--- config.mk ---
export PLATFORM = sky130hd
export DESIGN_NAME = instruction_fetcher
export DESIGN_NICKNAME = d
export VERILOG_FILES = /design/src/rtl/instruction_fetcher_pkg.sv /design/src/rtl/instruction_fetcher_bht.sv /design/src/rtl/instruction_fetcher.sv
export SDC_FILE = /design/constraint.sdc
export NUM_CORES = 1
export LEC_CHECK = 0
export ABC_AREA = 1
export BUFFER_PORTS_ARGS = -buffer_cell sky130_fd_sc_hd__buf_2
export CAP_MARGIN = 20
export CORE_UTILIZATION = 58
export CTS_CLUSTER_SIZE = 12
export DETAILED_ROUTE_END_ITERATION = 10
export PLACE_DENSITY = 0.82
export SKIP_LAST_GASP = 1
export SLEW_MARGIN = 10
export SYNTH_ARGS = -nofsm -noshare
export SYNTH_HDL_FRONTEND = slang
export SYNTH_SLANG_ARGS = --single-unit
--- constraint.sdc ---
create_clock -name clk_in -period 3 [get_ports clk_in]
set_input_delay 0.15 -clock clk_in [delete_from_list [all_inputs] [get_ports clk_in]]
set_output_delay 0.15 -clock clk_in [all_outputs]
set_load 0.02 [all_outputs]
--- src/rtl/instruction_fetcher_pkg.sv ---
// -----------------------------------------------------------------------------
// instruction_fetcher_pkg
// Shared definitions for the instruction fetch front end:
//   - opcode constants used by the predecoder (JAL, B-type branch)
//   - TRUE/FALSE single-bit constants
//   - fetch FSM state encoding
//   - BHT counter reset value
//   - immediate extraction helpers for J-type and B-type encodings
// -----------------------------------------------------------------------------
package instruction_fetcher_pkg;

  localparam logic [6:0] OPC_JAL    = 7'b1101111;
  localparam logic [6:0] OPC_BRANCH = 7'b1100011;

  localparam logic TRUE  = 1'b1;
  localparam logic FALSE = 1'b0;

  // Weakly not-taken: a single taken outcome flips the prediction.
  localparam logic [1:0] BHT_RESET = 2'b01;

  typedef enum logic [1:0] {
    ST_IDLE  = 2'd0,
    ST_WAIT  = 2'd1,
    ST_FLUSH = 2'd2
  } fetch_state_e;

  // J-type immediate: {i[31], i[19:12], i[20], i[30:21], 0}, sign-extended.
  function automatic logic [31:0] imm_j(input logic [31:0] i);
    return {{11{i[31]}}, i[31], i[19:12], i[20], i[30:21], 1'b0};
  endfunction

  // B-type immediate: {i[31], i[7], i[30:25], i[11:8], 0}, sign-extended.
  function automatic logic [31:0] imm_b(input logic [31:0] i);
    return {{19{i[31]}}, i[31], i[7], i[30:25], i[11:8], 1'b0};
  endfunction

endpackage

--- src/rtl/instruction_fetcher_bht.sv ---
// -----------------------------------------------------------------------------
// branch_history_table
// Array of 2-bit saturating counters used to predict B-type branches.
// Ports:
//   clk_in        system clock
//   rst_in        synchronous active-low reset, all counters to 2'b01
//   rdy_in        global pause; counters hold when low
//   rd_idx_in     read index (combinational read, sees the pre-update value)
//   rd_ctr_out    counter value at rd_idx_in
//   upd_en_in     apply one outcome to counter upd_idx_in
//   upd_idx_in    index of the counter to update
//   upd_taken_in  1 = increment, 0 = decrement (both saturating)
// -----------------------------------------------------------------------------
module branch_history_table
  import instruction_fetcher_pkg::*;
#(
  parameter int INDEX_W = 4
) (
  input  logic               clk_in,
  input  logic               rst_in,
  input  logic               rdy_in,
  input  logic [INDEX_W-1:0] rd_idx_in,
  output logic [1:0]         rd_ctr_out,
  input  logic               upd_en_in,
  input  logic [INDEX_W-1:0] upd_idx_in,
  input  logic               upd_taken_in
);

  localparam int ENTRIES = 1 << INDEX_W;

  logic [1:0] ctr_q [ENTRIES];
  logic [1:0] ctr_d [ENTRIES];

  // Read of the registered array: a same-cycle update is not yet visible.
  assign rd_ctr_out = ctr_q[rd_idx_in];

  always_comb begin
    ctr_d = ctr_q;
    if (upd_en_in) begin
      if (upd_taken_in && (ctr_q[upd_idx_in] != 2'b11)) begin
        ctr_d[upd_idx_in] = ctr_q[upd_idx_in] + 2'd1;
      end else if (!upd_taken_in && (ctr_q[upd_idx_in] != 2'b00)) begin
        ctr_d[upd_idx_in] = ctr_q[upd_idx_in] - 2'd1;
      end
    end
  end

  always_ff @(posedge clk_in) begin
    if (!rst_in) begin
      for (int i = 0; i < ENTRIES; i++) begin
        ctr_q[i] <= BHT_RESET;
      end
    end else if (rdy_in) begin
      ctr_q <= ctr_d;
    end
  end

endmodule

--- src/rtl/instruction_fetcher.sv ---
// -----------------------------------------------------------------------------
// instruction_fetcher
// Front end that feeds the instruction queue. Holds the fetch PC, issues one
// icache word request at a time, predecodes the returned word (JAL / B-type
// with a BHT lookup) to pick the next PC, and pushes {instr, pc, prediction}
// into the queue. A roll_back from the ROB redirects the PC; a response that
// was already in flight at that moment is drained and discarded (FLUSH).
// Ports:
//   clk_in, rst_in (sync, active-low), rdy_in (global pause)
//   roll_back, roll_back_pc_in                   ROB redirect
//   bht_update_in, bht_update_pc_in, bht_taken_in  committed branch outcome
//   icache_req_out, icache_addr_out              request to icache
//   icache_valid_in, icache_data_in              icache response strobe/data
//   isq_full_in                                  queue full flag
//   instruction_ready, instruction_out, pc_out, pc_predict_out  queue push
// -----------------------------------------------------------------------------
module instruction_fetcher
  import instruction_fetcher_pkg::*;
#(
  parameter logic [31:0] RESET_PC    = 32'h0,
  parameter int          BHT_INDEX_W = 4
) (
  input  logic        clk_in,
  input  logic        rst_in,
  input  logic        rdy_in,
  input  logic        roll_back,
  input  logic [31:0] roll_back_pc_in,
  input  logic        bht_update_in,
  input  logic [31:0] bht_update_pc_in,
  input  logic        bht_taken_in,
  output logic        icache_req_out,
  output logic [31:0] icache_addr_out,
  input  logic        icache_valid_in,
  input  logic [31:0] icache_data_in,
  input  logic        isq_full_in,
  output logic        instruction_ready,
  output logic [31:0] instruction_out,
  output logic [31:0] pc_out,
  output logic        pc_predict_out
);

  fetch_state_e state_q, state_d;
  logic [31:0]  pc_q, pc_d;
  logic [31:0]  fetch_addr_q, fetch_addr_d;
  logic         ready_q, ready_d;
  logic [31:0]  instr_q, instr_d;
  logic [31:0]  pc_out_q, pc_out_d;
  logic         pred_q, pred_d;

  logic [1:0]   bht_ctr;
  logic         pred_taken;
  logic [31:0]  next_pc;
  logic         unused_upd_pc_bits;

  assign unused_upd_pc_bits = ^{bht_update_pc_in[31:BHT_INDEX_W+2], bht_update_pc_in[1:0]};

  branch_history_table #(
    .INDEX_W (BHT_INDEX_W)
  ) u_bht (
    .clk_in       (clk_in),
    .rst_in       (rst_in),
    .rdy_in       (rdy_in),
    .rd_idx_in    (fetch_addr_q[BHT_INDEX_W+1:2]),
    .rd_ctr_out   (bht_ctr),
    .upd_en_in    (bht_update_in),
    .upd_idx_in   (bht_update_pc_in[BHT_INDEX_W+1:2]),
    .upd_taken_in (bht_taken_in)
  );

  // Predecode of the returned word; fetch_addr_q is the PC of that word.
  always_comb begin
    pred_taken = FALSE;
    next_pc    = fetch_addr_q + 32'd4;
    unique case (icache_data_in[6:0])
      OPC_JAL: begin
        pred_taken = TRUE;
        next_pc    = fetch_addr_q + imm_j(icache_data_in);
      end
      OPC_BRANCH: begin
        pred_taken = bht_ctr[1];
        if (bht_ctr[1]) begin
          next_pc = fetch_addr_q + imm_b(icache_data_in);
        end
      end
      default: ;
    endcase
  end

  always_comb begin
    state_d      = state_q;
    pc_d         = pc_q;
    fetch_addr_d = fetch_addr_q;
    ready_d      = ready_q;
    instr_d      = instr_q;
    pc_out_d     = pc_out_q;
    pred_d       = pred_q;
    if (rdy_in) begin
      ready_d = FALSE;
      if (roll_back) begin
        pc_d = roll_back_pc_in;
        // A request still in flight must be drained before a new one is
        // issued, otherwise its late response would be taken as the new word.
        if ((state_q != ST_IDLE) && !icache_valid_in) begin
          state_d = ST_FLUSH;
        end else begin
          state_d = ST_IDLE;
        end
      end else begin
        unique case (state_q)
          ST_IDLE: begin
            // Waiting one cycle after a push lets isq_full_in catch up.
            if (!isq_full_in && !ready_q) begin
              state_d      = ST_WAIT;
              fetch_addr_d = pc_q;
            end
          end
          ST_WAIT: begin
            if (icache_valid_in) begin
              instr_d  = icache_data_in;
              pc_out_d = fetch_addr_q;
              pred_d   = pred_taken;
              ready_d  = TRUE;
              pc_d     = next_pc;
              state_d  = ST_IDLE;
            end
          end
          ST_FLUSH: begin
            if (icache_valid_in) begin
              state_d = ST_IDLE;
            end
          end
          default: state_d = ST_IDLE;
        endcase
      end
    end
  end

  always_ff @(posedge clk_in) begin
    if (!rst_in) begin
      state_q      <= ST_IDLE;
      pc_q         <= RESET_PC;
      fetch_addr_q <= 32'h0;
      ready_q      <= FALSE;
      instr_q      <= 32'h0;
      pc_out_q     <= 32'h0;
      pred_q       <= FALSE;
    end else begin
      state_q      <= state_d;
      pc_q         <= pc_d;
      fetch_addr_q <= fetch_addr_d;
      ready_q      <= ready_d;
      instr_q      <= instr_d;
      pc_out_q     <= pc_out_d;
      pred_q       <= pred_d;
    end
  end

  assign icache_req_out    = (state_q != ST_IDLE);
  assign icache_addr_out   = fetch_addr_q;
  assign instruction_ready = ready_q;
  assign instruction_out   = instr_q;
  assign pc_out            = pc_out_q;
  assign pc_predict_out    = pred_q;

endmodule

==> flow_metrics.py, run 1 <==
metrics = {
    "grt": {
        "grt_max_degree": 61,
        "antenna_found_initial": 1,
        "globalRouteTotalUtil": 0.433,
        "grt_pass1_vias": 12900,
        "grt_overflow": 0,
        "grt_pass1_wl_um": 67800,
    },
    "place": {
        "detailed_place_hpwl_um": 33100,
        "io_buffers": 174,
        "globalplace.congestion": 0.978,
    },
    "yosys": {
        "synth-seq-cells": 164,
        "synth_cell_types": 40,
        "synth_ff_type": "dfxtp_1",
        "synth.avg_cell_area_um2": 5.87,
        "ys_seq_area_frac": 0.279,
        "async_reset_ff_frac": 0,
        "yosys.area.top_type_share": 0.279,
        "netlist_instances": 2002,
        "yosysTopAreaCell": "dfxtp_1",
        "ys.warnings.count": 0,
        "synthTopCellsByArea": "dfxtp_1 (28%), nand2_1 (18%), inv_1 (8.5%), nor2_1 (8.5%), a21oi_1 (7.7%)",
        "netlist_area_mm2": 0.0118,
        "synth_nets": 2156,
        "synth_edf_count": 0,
    },
    "timing": {
        "fin_crit_sh": 0.915,
        "tightest_slew_ns": 1.05,
        "setup_viol": 0,
        "tns_ns": 0,
        "rsz0062_at_grt": "no",
        "slew_violations": 0,
        "hold_violations": 0,
        "fmax_mhz": 364,
        "hold_slack_ns": 0.0149,
        "slew_headroom": 0.301,
        "post-route-min-period_ns": 2.74,
        "skew_ns": 0.0141,
    },
    "worst_hold_path": {
        "worstHoldPathCells": 3,
        "hp-class": "primary input to register",
    },
    "die": {
        "start_util": 0.598,
        "die_h_um": 144,
        "num_io_pins": 203,
        "row_count": 51,
        "die_w_um": 144,
        "dieArea_mm2": 0.0208,
        "core_region_area_mm2": 0.0197,
    },
    "cells_and_area": {
        "fin_util": 0.705,
        "drive_gt1_frac": 0.120,
        "area_growth_pct": 17.9,
        "fin_nets": 2348,
        "final_common_cell": "nand2_1",
        "most-common-layout-cells": "nand2_1 (560), inv_1 (267), nor2_1 (266)",
    },
    "critical_path": {
        "cp.arrival_ns": 3.11,
        "r2r_cells": 14,
        "crit_path_start_kind": "register",
        "critPathRequiredTime_ns": 3.37,
        "critPathMaxFanout": 10,
        "crit_path_end_kind": "register",
        "crit_type": "register to register",
    },
    "run": {
        "maxCapViolations": 0,
    },
    "clock_network": {
        "cts.path.max_buffers": 2,
        "cts_sinks": 164,
        "cts_made_buffers": 17,
        "cts-root-buf": "clkbuf_16",
        "cts_tree": "done",
        "clock_latency_ns": 0.44,
        "cts_max_level": 4,
        "path_clk_slew_ns": 0.08,
        "cts_setup_buffers": 0,
    },
    "pwr": {
        "power.total_mw": 5.72,
        "ir_drop_v": 0.000485,
        "leakage_nw": 7.17,
        "cellPowerDensity_mw_per_mm2": 413,
    },
    "route": {
        "ant_nets": 0,
        "wl_per_cell_um": 17.9,
        "drt-initial-drc-count": 1370,
        "drc": 0,
        "firstDrtPassIters": 9,
        "drt-total-wl_um": 44300,
        "drt-vias-per-instance": 5.70,
        "vias": 14100,
    },
    "status": {
        "status": "completed",
    },
}
-- logic make-up after synthesis --
logic type      share of synthesized area
xor+xnor                           0.0186
simple gates                        0.366
flops                               0.279
compound gates                      0.171
fa+ha+maj                          0.0545
buf+inv                             0.111
-- power breakdown --
group / switching (mW) / internal [mW]
Combinational: 0.821 / 0.397
Clock: 1.08 / 1.11
Sequential: 0.0685 / 2.24
Total: 1.97 / 3.74
-- registers in the layout, summed over array words and instances, names as in the netlist, named ones only --
| signal | cells |
|---|---|
| icache_addr_out | 32 |
| pc_predict_out | 1 |
| pc_q | 32 |
| instruction_ready | 1 |
| state_q | 2 |
| u_bht.ctr_q | 16 |
| pc_out | 32 |
| instruction_out | 32 |
-- per-stage QoR --
step | setup WS, ns | cells | cell area, µm²
after floorplan | 0.704 | 2002 | 11800
after global placement | 0.489 | 2410 | 13000
after detailed placement | 0.461 | 2410 | 13000
after CTS | 0.424 | 2472 | 13900
after global routing | 0.0574 | 2472 | 13900
final | 0.256 | 2473 | 13900
-- synth_stat cells, types with 5 or more instances --
cell type / count
nand2_1: 560
inv_1: 267
nor2_1: 267
a21oi_1: 180
dfxtp_1: 164
o21ai_0: 164
nand3_1: 154
clkbuf_1: 48
ha_1: 48
nor3_1: 18
xor2_1: 18
nand4_1: 16
a22oi_1: 10
nand3b_1: 8
buf_2: 7
o22ai_1: 7
xnor2_1: 7
o211ai_1: 6
o21bai_1: 6
or2_2: 6
buf_1: 5
-- critical path: stages (launching register included) --
cell and delay [ns]:
dfxtp_1 0.65, ha_1 0.39, nand3_1 0.11, nand3_1 0.12, nand2_1 0.09, nand2_1 0.13
nand3_1 0.10, nand2_1 0.17, nand2_1 0.13, nand2_1 0.05, nand2_1 0.05, nand3_1 0.25
nand3b_1 0.19, nand2_1 0.10, a21oi_1 0.13
-- final timing paths --
path                                      to  slack (ns)                             from
max                    pc_q[21]$_SDFFE_PN0P_        0.26  icache_addr_out[3]$_SDFFE_PN0P_
min          instruction_out[9]$_SDFFE_PN0P_        0.01                icache_data_in[9]
max reg2reg            pc_q[21]$_SDFFE_PN0P_        0.26  icache_addr_out[3]$_SDFFE_PN0P_
min reg2reg             pc_q[8]$_SDFFE_PN0P_        0.46             pc_q[8]$_SDFFE_PN0P_
-- timing repair --
action / 4_1_cts / 5_1_grt
setup endpoints to repair: 0 / 1
hold buffers: 30 / 0
gates resized for setup: 0 / 1
endpoints found under the hold margin: 30 / 0
-- metal layers --
layer	up-vias	global-route usage	share of wire
met5	-	0	0
met4	0	0.301	0.074
met3	191	0.109	0.10
met2	794	0.678	0.44
met1	6294	0.518	0.39
li1	6816	-	-
-- final cells by class --
type | instances | area (µm²)
fillers | 1829 | 5800
inverters | 271 | 1020
clock buffers | 17 | 425
diodes | 1 | 2.50
flip-flops and latches | 164 | 3280
clock inverters | 15 | 155
well taps | 265 | 332
repair buffers | 239 | 1460
multi-input cells | 1501 | 7180
Power figures use the tool's default switching activity.
==> run 2, diff against run 1 <==
--- a/config.mk
+++ b/config.mk
@@ -11,9 +11,10 @@
 export CORE_UTILIZATION = 58
 export CTS_CLUSTER_SIZE = 12
 export DETAILED_ROUTE_END_ITERATION = 10
-export PLACE_DENSITY = 0.82
+export PLACE_DENSITY = 0.85
 export SKIP_LAST_GASP = 1
 export SLEW_MARGIN = 10
 export SYNTH_ARGS = -nofsm -noshare
 export SYNTH_HDL_FRONTEND = slang
+export SYNTH_HIERARCHICAL = 1
 export SYNTH_SLANG_ARGS = --single-unit
==> flow_metrics.py, run 2 <==
metrics = {
    "pwr": {
        "leakage_nw": 7.23,
        "cellPowerDensity_mw_per_mm2": 425,
        "ir_drop_v": 0.000397,
        "power.total_mw": 5.94,
    },
    "route": {
        "drt-initial-drc-count": 1451,
        "drt-vias-per-instance": 5.71,
        "ant_nets": 0,
        "drt-total-wl_um": 43800,
        "vias": 14300,
        "drc": 0,
        "wl_per_cell_um": 17.5,
        "firstDrtPassIters": 9,
    },
    "die": {
        "core_region_area_mm2": 0.0197,
        "die_w_um": 145,
        "start_util": 0.600,
        "num_io_pins": 203,
        "row_count": 51,
        "die_h_um": 145,
        "dieArea_mm2": 0.0210,
    },
    "critical_path": {
        "cp.arrival_ns": 3.13,
        "r2r-end": "pc_q[15]$_SDFFE_PN0P_",
        "crit_buf_inv": 2,
        "crit_type": "primary input to register",
        "crit_chain": "dlygate4sd3_1, buf_2, ha_1, fa_1, nand2_1, nand2_1, nand3_1, nand2_1, nand2_1, nand2_1, o21ai_0, nand3_1, o21ai_0, a21oi_1",
        "worstReg2RegStart": "icache_addr_out[1]$_SDFFE_PN0P_",
        "critPathSlowestCell": "dlygate4sd3_1",
        "rrSetupSlack_ns": 0.18,
        "crit_path_start_kind": "primary input",
        "r2r_cells": 12,
        "critPathMaxFanout": 4,
        "crit_path_end_kind": "register",
        "crit_top_cell": "nand2_1",
        "critPathRequiredTime_ns": 3.30,
        "cp_top_family": "compound AO/OA/AOI/OAI gates",
        "critPathMaxStageDelay_ns": 0.53,
    },
    "timing": {
        "post-route-min-period_ns": 2.83,
        "fin_crit_sh": 0.943,
        "fmax_mhz": 353,
        "setup_viol": 0,
        "tns_ns": 0,
        "rsz0062_at_grt": "no",
        "hold_violations": 1,
        "skew_ns": 0.0212,
        "slew_violations": 0,
        "tightest_slew_ns": 0.929,
        "slew_headroom": 0.380,
        "hold_slack_ns": -0.00190,
    },
    "yosys": {
        "synth_nets": 2183,
        "ys.warnings.count": 6,
        "netlist_instances": 2029,
        "netlist_area_mm2": 0.0118,
        "synth.avg_cell_area_um2": 5.83,
    },
    "cells_and_area": {
        "final_area_mm2": 0.0140,
        "drive_gt1_frac": 0.130,
        "most-common-layout-cells": "nand2_1 (611), inv_1 (257), nor2_1 (253)",
        "area_growth_pct": 18.1,
        "fin_util": 0.709,
        "final_common_cell": "nand2_1",
        "fillers": 1706,
        "fin_nets": 2380,
        "n_antenna_cell": 0,
    },
    "place": {
        "globalplace.congestion": 1.02,
        "detailed_place_hpwl_um": 33500,
        "dpl_cell_area_mm2": 0.0131,
        "io_buffers": 174,
    },
    "grt": {
        "grt_max_degree": 101,
        "grt_pass1_vias": 12900,
        "grt_overflow": 0,
        "globalRouteTotalUtil": 0.420,
        "antenna_found_initial": 0,
        "grt_pass1_wl_um": 66800,
    },
    "status": {
        "violations": "negative hold slack",
        "status": "finished with violations",
    },
    "run": {
        "maxCapViolations": 0,
    },
    "clock_network": {
        "clock_latency_ns": 0.44,
        "cts.path.max_buffers": 2,
        "cts_sinks": 164,
        "path_clk_slew_ns": 0.08,
        "cts_made_buffers": 17,
        "cts_max_level": 4,
        "cts_tree": "done",
        "cts-root-buf": "clkbuf_16",
    },
    "worst_hold_path": {
        "hp-class": "primary input to register",
        "hp-start": "roll_back_pc_in[6]",
        "worstHoldEndpoint": "pc_q[6]$_SDFFE_PN0P_",
        "worstHoldPathCells": 3,
    },
}
run 2: worst max path at each step:
stage,start,end,cells after the start
floorplan,icache_addr_out[2]$_SDFFE_PN0P_,pc_q[9]$_SDFFE_PN0P_,14
global route,icache_data_in[21],pc_q[15]$_SDFFE_PN0P_,14
global placement,icache_addr_out[2]$_SDFFE_PN0P_,pc_q[13]$_SDFFE_PN0P_,13
detailed placement,icache_addr_out[2]$_SDFFE_PN0P_,pc_q[13]$_SDFFE_PN0P_,13
CTS,icache_addr_out[2]$_SDFFE_PN0P_,pc_q[13]$_SDFFE_PN0P_,13
finish,icache_data_in[21],pc_q[15]$_SDFFE_PN0P_,14
run 2: metrics by stage:
step	instances	hold slack (ns)	worst slack, ns
6_report	2504	-0.00190	0.170
5_1_grt	2504	0.0102	0.0868
4_1_cts	2504	0.000107	0.0938
3_5_place_dp	2449	0.404	0.147
3_3_place_gp	2448	0.386	0.207
2_1_floorplan	2029	0.285	0.637
run 2: metal layers:
metal	global-route usage	up-vias	wire, µm
met4	0.182	0	1690
met5	0	-	0
met1	0.558	6405	18000
li1	-	6920	-
met3	0.0872	129	5260
met2	0.658	851	18900
run 2: what timing repair did:
item / 4_1_cts / 5_1_grt
gates resized for setup: 0 / 2
endpoints found under the hold margin: 23 / 0
setup buffers: 0 / 0
endpoints found under the setup margin: 0 / 9
hold buffers: 23 / 0
run 2: power by group:
part	leakage, nW	total, mW	switching (mW)	internal [mW]
Sequential	1.33	2.30	0.0666	2.24
Clock	0.313	2.44	1.06	1.38
Combinational	5.59	1.20	0.819	0.385
run 2: area by class of cell:
type,count,area [µm²],share of cell area
multi-input cells,1535,7290,0.521
repair buffers,241,1430,0.102
well taps,265,332,0.0237
clock buffers,18,439,0.0314
inverters,267,1000,0.0717
clock inverters,14,203,0.0145
flip-flops and latches,164,3280,0.235
run 2: tightest hold or removal path, stage by stage:
cell and delay (ns):
buf_2 0.07, o21ai_0 0.06, a21oi_1 0.12
